===== config.mk =====
export PLATFORM = sky130hd
export DESIGN_NAME = arith_result_accumulator
export DESIGN_NICKNAME = d
export VERILOG_FILES = /design/src/rtl/arith_result_accumulator.sv
export SDC_FILE = /design/constraint.sdc
export NUM_CORES = 1
export LEC_CHECK = 0
export CAP_MARGIN = 15
export CORE_MARGIN = 8
export CORE_UTILIZATION = 36
export CTS_CLUSTER_SIZE = 8
export DETAILED_ROUTE_END_ITERATION = 10
export GPL_TIMING_DRIVEN = 1
export PLACE_DENSITY = 0.73
export SYNTH_ARGS = -nofsm -noshare
export SYNTH_HDL_FRONTEND = slang
export SYNTH_SLANG_ARGS = --single-unit

===== constraint.sdc =====
create_clock -name clk -period 2.9 [get_ports clk]
set_clock_uncertainty 0.2 [all_clocks]
set_input_delay 0.58 -clock clk [delete_from_list [all_inputs] [get_ports clk]]
set_output_delay 0.58 -clock clk [all_outputs]
set_load 0.03 [all_outputs]

===== src/rtl/arith_result_accumulator.sv =====
// -----------------------------------------------------------------------------
// arith_result_accumulator
//
// Purpose:
//   Sits downstream of the 3-bit adder/multiplier datapath. It accepts a stream
//   of unsigned DATA_W-bit results over a valid/ready handshake and sums a
//   programmed number of them (1 .. 2^CNT_W-1, or 0 for an empty run). The
//   output stage provides the registered total, a one-cycle done pulse and a
//   sticky overflow flag.
//
// Ports:
//   clk       in   1       rising-edge clock
//   rst_n     in   1       asynchronous active-low reset
//   start     in   1       run request, sampled only in IDLE
//   count     in   CNT_W   number of results in the run, sampled with start
//   in_valid  in   1       in_data valid
//   in_ready  out  1       a transfer can occur this cycle (RUN only)
//   in_data   in   DATA_W  unsigned result to accumulate
//   acc_out   out  ACC_W   registered accumulator
//   busy      out  1       high in RUN and DONE
//   done      out  1       one-cycle pulse, acc_out holds the final total
//   ovf       out  1       sticky overflow for the current run
//
// Build options:
//   ACC_SATURATE_EN  when defined, an overflowing run clamps acc_out to all
//                    ones for the rest of the run; otherwise acc_out wraps
//                    modulo 2^ACC_W. ovf is set in both builds.
// -----------------------------------------------------------------------------
module arith_result_accumulator #(
    parameter int DATA_W = 6,
    parameter int ACC_W  = 8,
    parameter int CNT_W  = 4
) (
    input  logic              clk,
    input  logic              rst_n,
    input  logic              start,
    input  logic [CNT_W-1:0]  count,
    input  logic              in_valid,
    output logic              in_ready,
    input  logic [DATA_W-1:0] in_data,
    output logic [ACC_W-1:0]  acc_out,
    output logic              busy,
    output logic              done,
    output logic              ovf
);

    localparam logic [1:0] S_IDLE = 2'd0;
    localparam logic [1:0] S_RUN  = 2'd1;
    localparam logic [1:0] S_DONE = 2'd2;

    localparam int PAD_W = ACC_W + 1 - DATA_W;

    logic [1:0]       r_state;
    logic [ACC_W-1:0] r_acc;
    logic [CNT_W-1:0] r_rem;
    logic             r_ovf;

    logic             w_xfer;
    logic [ACC_W:0]   w_sum;

    // in_ready, busy and done are plain state decodes, no register stage.
    assign in_ready = (r_state == S_RUN);
    assign busy     = (r_state == S_RUN) || (r_state == S_DONE);
    assign done     = (r_state == S_DONE);

    assign w_xfer   = in_valid && in_ready;

    // One bit wider than the accumulator: the top bit is the carry-out.
    assign w_sum    = {1'b0, r_acc} + {{PAD_W{1'b0}}, in_data};

    assign acc_out  = r_acc;
    assign ovf      = r_ovf;

    always_ff @(posedge clk or negedge rst_n) begin
        if (!rst_n) begin
            r_state <= S_IDLE;
            r_acc   <= '0;
            r_rem   <= '0;
            r_ovf   <= 1'b0;
        end else begin
            case (r_state)
                S_IDLE: begin
                    if (start) begin
                        r_acc   <= '0;
                        r_ovf   <= 1'b0;
                        r_rem   <= count;
                        r_state <= (count == '0) ? S_DONE : S_RUN;
                    end
                end

                S_RUN: begin
                    if (w_xfer) begin
`ifdef ACC_SATURATE_EN
                        // Once the run has overflowed, hold the clamp even if
                        // later additions would not carry on their own.
                        if (w_sum[ACC_W] || r_ovf) begin
                            r_acc <= '1;
                        end else begin
                            r_acc <= w_sum[ACC_W-1:0];
                        end
`else
                        r_acc <= w_sum[ACC_W-1:0];
`endif
                        if (w_sum[ACC_W]) begin
                            r_ovf <= 1'b1;
                        end
                        r_rem <= r_rem - 1'b1;
                        if (r_rem == {{(CNT_W-1){1'b0}}, 1'b1}) begin
                            r_state <= S_DONE;
                        end
                    end
                end

                S_DONE: begin
                    r_state <= S_IDLE;
                end

                default: begin
                    r_state <= S_IDLE;
                end
            endcase
        end
    end

endmodule


==> parameters.txt <==
Parameter                              Value

Run status
  Outcome ... complete, no violations

Yosys
  Synthesized area ... 1030 µm²
  Mean area per synthesized cell ... 9.16 µm²
  Number of distinct library cells after synthesis ... 34
  Count of mapped cells out of synthesis ... 113
  Ranking of synthesized cells by instance count ... 15 x sky130_fd_sc_hd__dfrtp_1, 12 x sky130_fd_sc_hd__nand2_1, 12 x sky130_fd_sc_hd__nor2_1
  Syn. warnings ... 0
  Top cells by area, synth ... sky130_fd_sc_hd__dfrtp_1 36%, sky130_fd_sc_hd__ha_1 13%, sky130_fd_sc_hd__o21ai_0 4.4%
  Number of synthesized register bits ... 15
  Async set-reset flop share out of synthesis ... 100%
  EDFF count, synth ... 0
  Yosys top cell area share ... 36.3%
  Fraction of the yosys area taken by sequential cells ... 36.3%
  Cell with the most instances after synthesis ... sky130_fd_sc_hd__dfrtp_1
  Dominant cell type by area after synthesis ... sky130_fd_sc_hd__dfrtp_1
  Top flip-flop cell by instance count after synthesis ... sky130_fd_sc_hd__dfrtp_1
  Net Count, Synth ... 139

STA
  Shortest period the worst path allows ... 2670 ps
  Unrepaired setup endpoints after global routing ... false
  Accumulated negative setup slack ... 0 ps
  Worst hold margin ... 327 ps
  Count of pins over their slew limit ... 0
  Remaining max-slew budget at the tightest pin ... 51.1%
  Tcrit/Tclk final ... 92.1%
  Final Hold Violating Endpoints ... 0
  Highest Clock Rate ... 0.374 GHz
  Final setup fails ... 0
  Actual slew at the worst max-slew pin ... 732 ps

Setup path
  Slowest Stage Delay on Critical Path ... 740 ps
  Crit Path Category ... reg2out
  Kind of end point of the critical path ... output port
  Worst EP required ... 2120 ps
  Cell count of the worst reg-to-reg path ... 6
  WP buf/inv ... 2
  Arrival time at the worst endpoint ... 1890 ps
  Highest fanout seen on the critical path ... 10
  Max stage delay cell, worst path ... sky130_fd_sc_hd__clkdlybuf4s50_1
  Ordered list of cells on the worst path ... inv_1 > ha_1 > clkdlybuf4s50_1
  Crit-path leading delay family ... buffers and inverters
  Startpoint kind of the worst setup timing path ... flip-flop
  Number of cells on the critical path ... 3

Power and ir drop
  Total power consumption of the routed design ... 1.34 mW
  Comb pwr share ... 64.7%
  Flop pwr share ... 26.3%
  Net Switching ... 637 µW
  Leakage component of the power ... 0.598 nW
  Clk network pwr share ... 9.0%
  Switching portion of total power ... 47.5%
  Cell internal pwr ... 704 µW
  Maximum vdd drop ... 0.486 mV
  Power density over cell area ... 996 nW/µm²

Clocking
  Clock root cell ... sky130_fd_sc_hd__clkbuf_4
  Maximum count of clock buffers along a single path ... 2
  Post-cts sizing count ... 0
  TritonCTS sink count ... 15
  Cts bufs inserted ... 3
  Number of H-tree branching levels ... 1
  Clock transition at the registers of the reported paths ... 90 ps
  Source-to-sink clock delay at the later pin of the worst-skew pair ... 280 ps
  Count of buffers added by post-CTS timing repair for setup ... 0
  Post-CTS Hold Buffers ... 0
  CTS tree ... done

Route
  Number of DRC markers in iteration 0 ... 49
  Wire per inst ... 15.3 µm
  Post-route antenna net violation count ... 0
  Vias/cell ... 5.57
  Routed via count ... 964
  Routed Wire Length ... 2640 µm
  Length of the first detailed-routing pass in iterations ... 4
  DRC violations left ... 0

Floorplanning
  Die area ... 4850 µm²
  Vertical extent of the die ... 69.6 µm
  Horiz. Die Dim ... 69.6 µm
  Core footprint ... 2730 µm²
  Initial core utilization ... 37.8%
  Number of top-level pins ... 26
  Number of placement rows ... 19

GRT
  Overall global routing resource usage ... 11.6%
  First-pass GRT wire length ... 4750 µm
  Initial antenna violation count ... 0
  Vias in the first global route ... 1029
  Pin count of the biggest net entering global routing ... 16
  Overflow left after global routing ... 0

Placed design
  Post-DP HPWL ... 2140 µm
  Placer's final routability congestion estimate ... 0.856
  Port-buffer cells ... 25

Layout
  Count of nets after finishing ... 169
  Count of inserted antenna diode cells ... 0
  Ratio of cells with drive above 1 in the final layout ... 5.63%
  Relative area change from synthesis to final layout ... 30.1%

Flow run
  Number of maximum-capacitance constraint violations ... 0

Min path
  Depth of the worst hold-timing path ... 2
  Worst hold path type ... reg2reg
per-layer routing:
metal | global-route usage (%) | share of wire, %
met1 | 13.5 | 45
met2 | 19.0 | 50
met3 | 2.15 | 2.7
met4 | 7.37 | 3.1
met5 | 0 | 0
through the flow:
stage	instances	setup WS, ps	cell area [µm²]	util [%]
detailed placement	169	159	1320	48.3
CTS	173	207	1350	49.2
finish	173	228	1350	49.2
global route	173	109	1350	49.2
floorplan	113	588	1030	-
global placement	169	200	1320	48.3
layout make-up:
type | instances | area, µm²
fill | 279 | 1390
multi-input combinational | 91 | 622
sequential | 15 | 375
timing repair buffer | 27 | 265
tap | 31 | 38.8
clock buffer | 4 | 26.3
inverter | 5 | 18.8
path summary, 6_finish.rpt:
kind	slack, ps	to	start
min	330	acc_out[2]	acc_out[2]
max reg2reg	720	acc_out[6]	r_state[1]
max in group asynchronous	1520	ovf	rst_n
min in group asynchronous	530	r_rem[0]	rst_n
min reg2reg	330	acc_out[2]	acc_out[2]
max	230	in_ready	r_state[1]
power groups by stage:
stage / clock network [mW] / registers [mW] / logic, mW
2_1_floorplan: 0 / 0.417 / 0.536
3_3_place_gp: 0 / 0.351 / 0.842
3_5_place_dp: 0 / 0.358 / 0.863
4_1_cts: 0.125 / 0.354 / 0.869
5_1_grt: 0.134 / 0.369 / 0.961
6_report: 0.121 / 0.353 / 0.867
registers in the layout, summed over array words and instances (netlist names):
signal,cells
acc_out,8
ovf,1
r_rem,4
r_state,2
cells by family after synthesis:
kind of cell,count (synthesis),synth area share [%]
AO/OA/AOI/OAI,37,24.1
XOR/XNOR,3,2.54
buffers and inverters,7,3.63
multiplexers,2,2.06
adder cells (fa/ha/maj),12,15.2
flip-flops,15,36.3
AND/OR/NAND/NOR,37,16.2
cell usage in the layout, fill, tap and decap left out:
cell type                         synthesis  layout
sky130_fd_sc_hd__a211oi_1                 4       4
sky130_fd_sc_hd__a21o_1                   3       3
sky130_fd_sc_hd__a21oi_1                  5       5
sky130_fd_sc_hd__a221oi_1                 2       2
sky130_fd_sc_hd__a22o_1                   2       2
sky130_fd_sc_hd__a22oi_1                  1       1
sky130_fd_sc_hd__a31oi_1                  1       1
sky130_fd_sc_hd__and3_1                   1       1
sky130_fd_sc_hd__buf_4                    1       2
sky130_fd_sc_hd__clkbuf_1                 0       1
sky130_fd_sc_hd__clkbuf_4                 0       3
sky130_fd_sc_hd__clkdlybuf4s50_1          0      25
sky130_fd_sc_hd__dfrtp_1                 15      15
sky130_fd_sc_hd__fa_1                     1       1
sky130_fd_sc_hd__ha_1                    11      11
sky130_fd_sc_hd__inv_1                    5       5
sky130_fd_sc_hd__mux2_2                   1       1
sky130_fd_sc_hd__mux2i_1                  1       1
sky130_fd_sc_hd__nand2_1                 12      12
sky130_fd_sc_hd__nand2b_1                 1       1
sky130_fd_sc_hd__nand3_1                  2       2
sky130_fd_sc_hd__nand4_1                  1       1
sky130_fd_sc_hd__nor2_1                  12      12
sky130_fd_sc_hd__nor2b_1                  2       2
sky130_fd_sc_hd__nor3_1                   2       2
sky130_fd_sc_hd__o211ai_1                 1       1
sky130_fd_sc_hd__o21a_1                   2       2
sky130_fd_sc_hd__o21ai_0                  9       9
sky130_fd_sc_hd__o21bai_1                 2       2
sky130_fd_sc_hd__o221ai_1                 1       1
sky130_fd_sc_hd__o31ai_1                  3       3
sky130_fd_sc_hd__o41ai_1                  1       1
sky130_fd_sc_hd__or2_1                    1       1
sky130_fd_sc_hd__or2_2                    2       2
sky130_fd_sc_hd__or4_1                    1       1
sky130_fd_sc_hd__xor2_1                   3       3
worst register-to-register path: stages (launching register included):
cell and delay (ps):
sky130_fd_sc_hd__dfrtp_1 410, sky130_fd_sc_hd__inv_1 90, sky130_fd_sc_hd__ha_1 370, sky130_fd_sc_hd__mux2i_1 150
sky130_fd_sc_hd__or2_1 250, sky130_fd_sc_hd__or4_1 500, sky130_fd_sc_hd__a21oi_1 150
Note: power is estimated with default switching activity, not from simulation.
==> edit 1 (same settings) <==
The option `ACC_SATURATE_EN` is turned on by a define.
--- a/src/rtl/arith_result_accumulator.sv
+++ b/src/rtl/arith_result_accumulator.sv
@@ -26,6 +26,8 @@
 //                    ones for the rest of the run; otherwise acc_out wraps
 //                    modulo 2^ACC_W. ovf is set in both builds.
 // -----------------------------------------------------------------------------
+`define ACC_SATURATE_EN
+
 module arith_result_accumulator #(
     parameter int DATA_W = 6,
     parameter int ACC_W  = 8,
Formal check against the unedited RTL: not equivalent (a bounded check fails within 10 cycles, from zero or initial values and one cycle with rst_n low).
==> edit 1 against the unedited design <==
- power down 1.2%
- worst setup slack improved by 0.22 ns
- area after synthesis up 13%
- routed wire length grew 7.7%
- count of clock-buffer cells in the layout is 1 lower
- sequential power decreased by 2%
- sequential cell count did not move
- global-route usage grew 0.36 points
- final area grew 10%
- combinational power decreased by 1%
- sequential share of layout area decreased by 2.6 points
==> edit 1: results (changes against the unedited design) <==
## Outcome
• finished, final reports clean — run status, unchanged

## Synthesis
• sky130_fd_sc_hd__dfrtp_1, sky130_fd_sc_hd__ha_1, sky130_fd_sc_hd__nand2_1, sky130_fd_sc_hd__o21ai_1, sky130_fd_sc_hd__nor3_1 — synth top area cells, was sky130_fd_sc_hd__dfrtp_1, sky130_fd_sc_hd__ha_1, sky130_fd_sc_hd__o21ai_0, sky130_fd_sc_hd__nand2_1, sky130_fd_sc_hd__nor2_1
• 1170 µm² — post-synthesis cell area, was 1030 µm²
• 154 — Net Count, Synth, was 139
• 0.321 — register area share after synthesis, was 0.363

## Critical path
• acc_out[0] — Reg-to-Reg Start, was r_state[1]
• 0.75 ns — register-to-register path setup slack, was 0.72 ns

## Global route
• 5100 µm — global-route wire length before repair, was 4750 µm
• 0.119 — Total GRT Usage, was 0.116
• 1,127 — number of global-route vias before repair, was 1,029

## Finish
• 0.253 — fraction of area in registers, was 0.279
• 6 — inverter count, was 5
• 0.0186 — clock-cell share of area, was 0.0195
• 0.174 — non-clock buffer share of cell area, was 0.197
• 0.502 — share of the final layout cell area in multi-input gates, was 0.462
• 0.0839 — layout cell share with drive strength beyond 1, was 0.0563
• 26 — number of ordinary and repair buffers in the finished layout, was 27
• 104 — Multi-input comb cells, was 91

## Min path
• acc_out[0] — Worst Hold Endpoint, was acc_out[2]

## Placed design
• 1460 µm² — placed standard-cell area, was 1320 µm²
• 0.874 — weighted congestion reported at the end of routability-driven placement, was 0.856
• 2220 µm — HPWL Detailed, was 2140 µm

## STA
• 0.710 ns — slew of the pin with the lowest slew margin, was 0.732 ns
• 0.325 ns — Hold WS, was 0.327 ns

## Drt
• 2850 µm — Final Routed Wirelength, was 2640 µm

==> edit 1: worst max-delay path by stage <==
stage	endpoint	cells after the start	slack, ns	start
after floorplan	acc_out[6]	6	0.75	in_data[0]
after global placement	acc_out[6]	7	0.22	in_data[0]
after detailed placement	acc_out[7]	7	0.16	in_data[0]
after CTS	busy	3	0.41	r_state[1]
after global routing	acc_out[7]	7	0.31	in_data[0]
final	busy	3	0.44	r_state[1]
==> edit 1: metrics by stage <==
stage | utilization | std cells | power [mW]
after floorplan | - | 128 | 0.997
after global placement | 0.473 | 195 | 1.18
after detailed placement | 0.473 | 195 | 1.20
after CTS | 0.482 | 199 | 1.34
after global routing | 0.482 | 199 | 1.45
final | 0.482 | 199 | 1.33
==> edit 1: worst min-delay path: stages, from the launching register on <==
cell and delay (ns):
sky130_fd_sc_hd__dfrtp_1 0.38, sky130_fd_sc_hd__nand2_1 0.05, sky130_fd_sc_hd__o21ai_1 0.06
==> edit 1: report_power, final <==
| group | leakage, nW | internal, mW | switching (mW) |
|---|---|---|---|
| registers | 0.194 | 0.279 | 0.0678 |
| clock network | 0.0177 | 0.0513 | 0.0730 |
| logic | 0.427 | 0.374 | 0.480 |
| total | 0.639 | 0.704 | 0.621 |
==> edit 1: metal layers <==
metal	track usage	up-vias	wire length, µm
li1	-	534	-
met1	0.142	503	1250
met2	0.196	28	1370
met3	0.0412	2	209
met4	0.0378	0	14
met5	0	-	0
==> edit 1: logic make-up (layout without fill, tap and decap cells) <==
group                      Yosys count  after routing  share of synthesized area
and+or+nand+nor                     49             49                      0.236
buffers and inverters                9             36                     0.0418
DFF                                 15             15                      0.321
adders and majority gates           12             12                      0.135
AOI/OAI and AO/OA                   41             41                      0.252
xor gates and xnor gates             2              2                     0.0150
==> edit 2 (same settings) <==
Without the edit above. Reset style: synchronous (`rst_n`), changed in one clocked block. Comments in the files are not updated.
--- a/src/rtl/arith_result_accumulator.sv
+++ b/src/rtl/arith_result_accumulator.sv
@@ -71,7 +71,7 @@
     assign acc_out  = r_acc;
     assign ovf      = r_ovf;
 
-    always_ff @(posedge clk or negedge rst_n) begin
+    always_ff @(posedge clk) begin
         if (!rst_n) begin
             r_state <= S_IDLE;
             r_acc   <= '0;
Formal check against the unedited RTL: differs if rst_n is asserted again (counterexample within 4 cycles, from zero or initial values and one cycle with rst_n low); with rst_n held inactive, the same outputs for 10 cycles.
==> edit 2 against the unedited design <==
- non-clock buffer count grew 1
- area after synthesis down 0.48%
- critical path type unchanged
- hold slack worse by 0.047 ns
- combinational power shrank 31%
- final area decreased by 0.28%
- worst setup slack gained 0.067 ns
- power is 24% lower
- sequential cell count is the same
- global-route usage shrank 0.64 points
- routed wire length is 0.91% higher
- synthesized cell count grew 7.1%
- count of clock-buffer cells in the layout is the same
==> edit 2: results (changes against the unedited design) <==
## Outcome
• finished, final reports clean — run status, unchanged

## Drt
• 189 µm — wire length on met3, was 72 µm
• 5.68 — routed vias/inst, was 5.57
• 14.8 µm — wire per inst, was 15.3 µm
• 1120 µm — wire length on met1, was 1180 µm
• 1300 µm — Met2 Routed Length, was 1310 µm

## Synthesis
• 0.292 — register area share after synthesis, was 0.363
• 44 — Unique masters post-synth, was 34
• sky130_fd_sc_hd__dfxtp_1, sky130_fd_sc_hd__ha_1, sky130_fd_sc_hd__a21oi_1, sky130_fd_sc_hd__inv_1 — most common library cells after synthesis, was sky130_fd_sc_hd__dfrtp_1, sky130_fd_sc_hd__nand2_1, sky130_fd_sc_hd__nor2_1
• 147 — Net Count, Synth, was 139
• sky130_fd_sc_hd__dfxtp_1, sky130_fd_sc_hd__ha_1, sky130_fd_sc_hd__a21oi_1, sky130_fd_sc_hd__nand3_1, sky130_fd_sc_hd__o21ai_0 — synth top area cells, was sky130_fd_sc_hd__dfrtp_1, sky130_fd_sc_hd__ha_1, sky130_fd_sc_hd__o21ai_0, sky130_fd_sc_hd__nand2_1, sky130_fd_sc_hd__nor2_1
• 0 — FFs w/ async S/R, synth, was 1.00

## Critical path
• 11 — peak fanout along the critical path, was 10
• 1.83 ns — Crit path arrival time, was 1.89 ns

## Finish
• 268 — fill cell count, was 279
• 176 — final net count, was 169
• 0.0671 — layout cell share with drive strength beyond 1, was 0.0563

## Clock tree
• 0.30 ns — clk_lat worst skew, was 0.28 ns
• 0 — number of post-CTS setup repair buffers, unchanged

## Placed design
• 0.845 — weighted congestion reported at the end of routability-driven placement, was 0.856
• 2060 µm — HPWL Detailed, was 2140 µm

## Global route
• 980 — number of global-route vias before repair, was 1,029
• 0.109 — Total GRT Usage, was 0.116
• 12 — largest net degree at the start of global routing, was 16
• 4550 µm — global-route wire length before repair, was 4750 µm

## Power
• 0.536 nW — Leak Pwr, was 0.598 nW
• 0.000528 V — peak supply drop, was 0.000486 V

## STA
• 0.448 ns — slew of the pin with the lowest slew margin, was 0.732 ns

edit 2: cell count changes after synthesis, sizes merged, moves of 3 or more:
| cell | delta |
|---|---|
| nand2b | +3 |
| dfxtp | +15 |
| a21oi | +4 |
| inv | +4 |
| dfrtp | -15 |
| nor2 | -6 |
| nand2 | -5 |
| nand3 | +6 |
edit 2: final timing paths:
| path | from | to | slack (ns) | cells after the start |
|---|---|---|---|---|
| worst max-delay path | r_state[1] | in_ready | 0.29 | 3 |
| worst min-delay path | r_rem[3] | r_rem[3] | 0.28 | 2 |
| worst max register to register | r_state[0] | acc_out[6] | 0.58 | 6 |
| worst min register to register | r_rem[3] | r_rem[3] | 0.28 | 2 |
edit 2: per-layer routing:
layer	track usage	vias up
met5	0	-
met4	0.0592	0
met3	0.0329	7
met2	0.175	37
met1	0.127	479
li1	-	499
edit 2: report_power, final:
part           internal (mW)  switching, mW  total [mW]
sequential             0.251         0.0387       0.290
combinational          0.255          0.346       0.601
clock                 0.0536         0.0767       0.130
edit 2: worst max-delay path, cell delays in order, from the launching register on:
cell and delay, ns:
sky130_fd_sc_hd__dfxtp_1 0.34, sky130_fd_sc_hd__inv_1 0.08, sky130_fd_sc_hd__ha_1 0.37, sky130_fd_sc_hd__clkdlybuf4s50_1 0.75
edit 2: cell families after synthesis:
group | synth area share
AOI/OAI and AO/OA | 0.250
and+or+nand+nor | 0.200
DFF | 0.292
buffers and inverters | 0.0607
adders and majority gates | 0.153
xor gates and xnor gates | 0.0340
muxes | 0.00972
edit 2: metrics by stage:
step	instance area (µm²)	setup WS, ns	util	std cells	power [mW]
floorplan	1030	0.509	-	121	0.720
global placement	1320	0.237	0.481	176	0.868
detailed placement	1320	0.199	0.481	176	0.883
CTS	1340	0.291	0.491	180	1.02
global route	1340	0.220	0.491	180	1.10
finish	1340	0.295	0.491	180	1.02
edit 2: area by class of cell:
class                      count  area, µm²  share of cell area
tap                           31       38.8              0.0289
sequential                    15        300               0.224
clock buffer                   4       26.3              0.0196
inverter                      10       37.5              0.0280
multi-input combinational     92        667               0.497
timing repair buffer          28        273               0.203
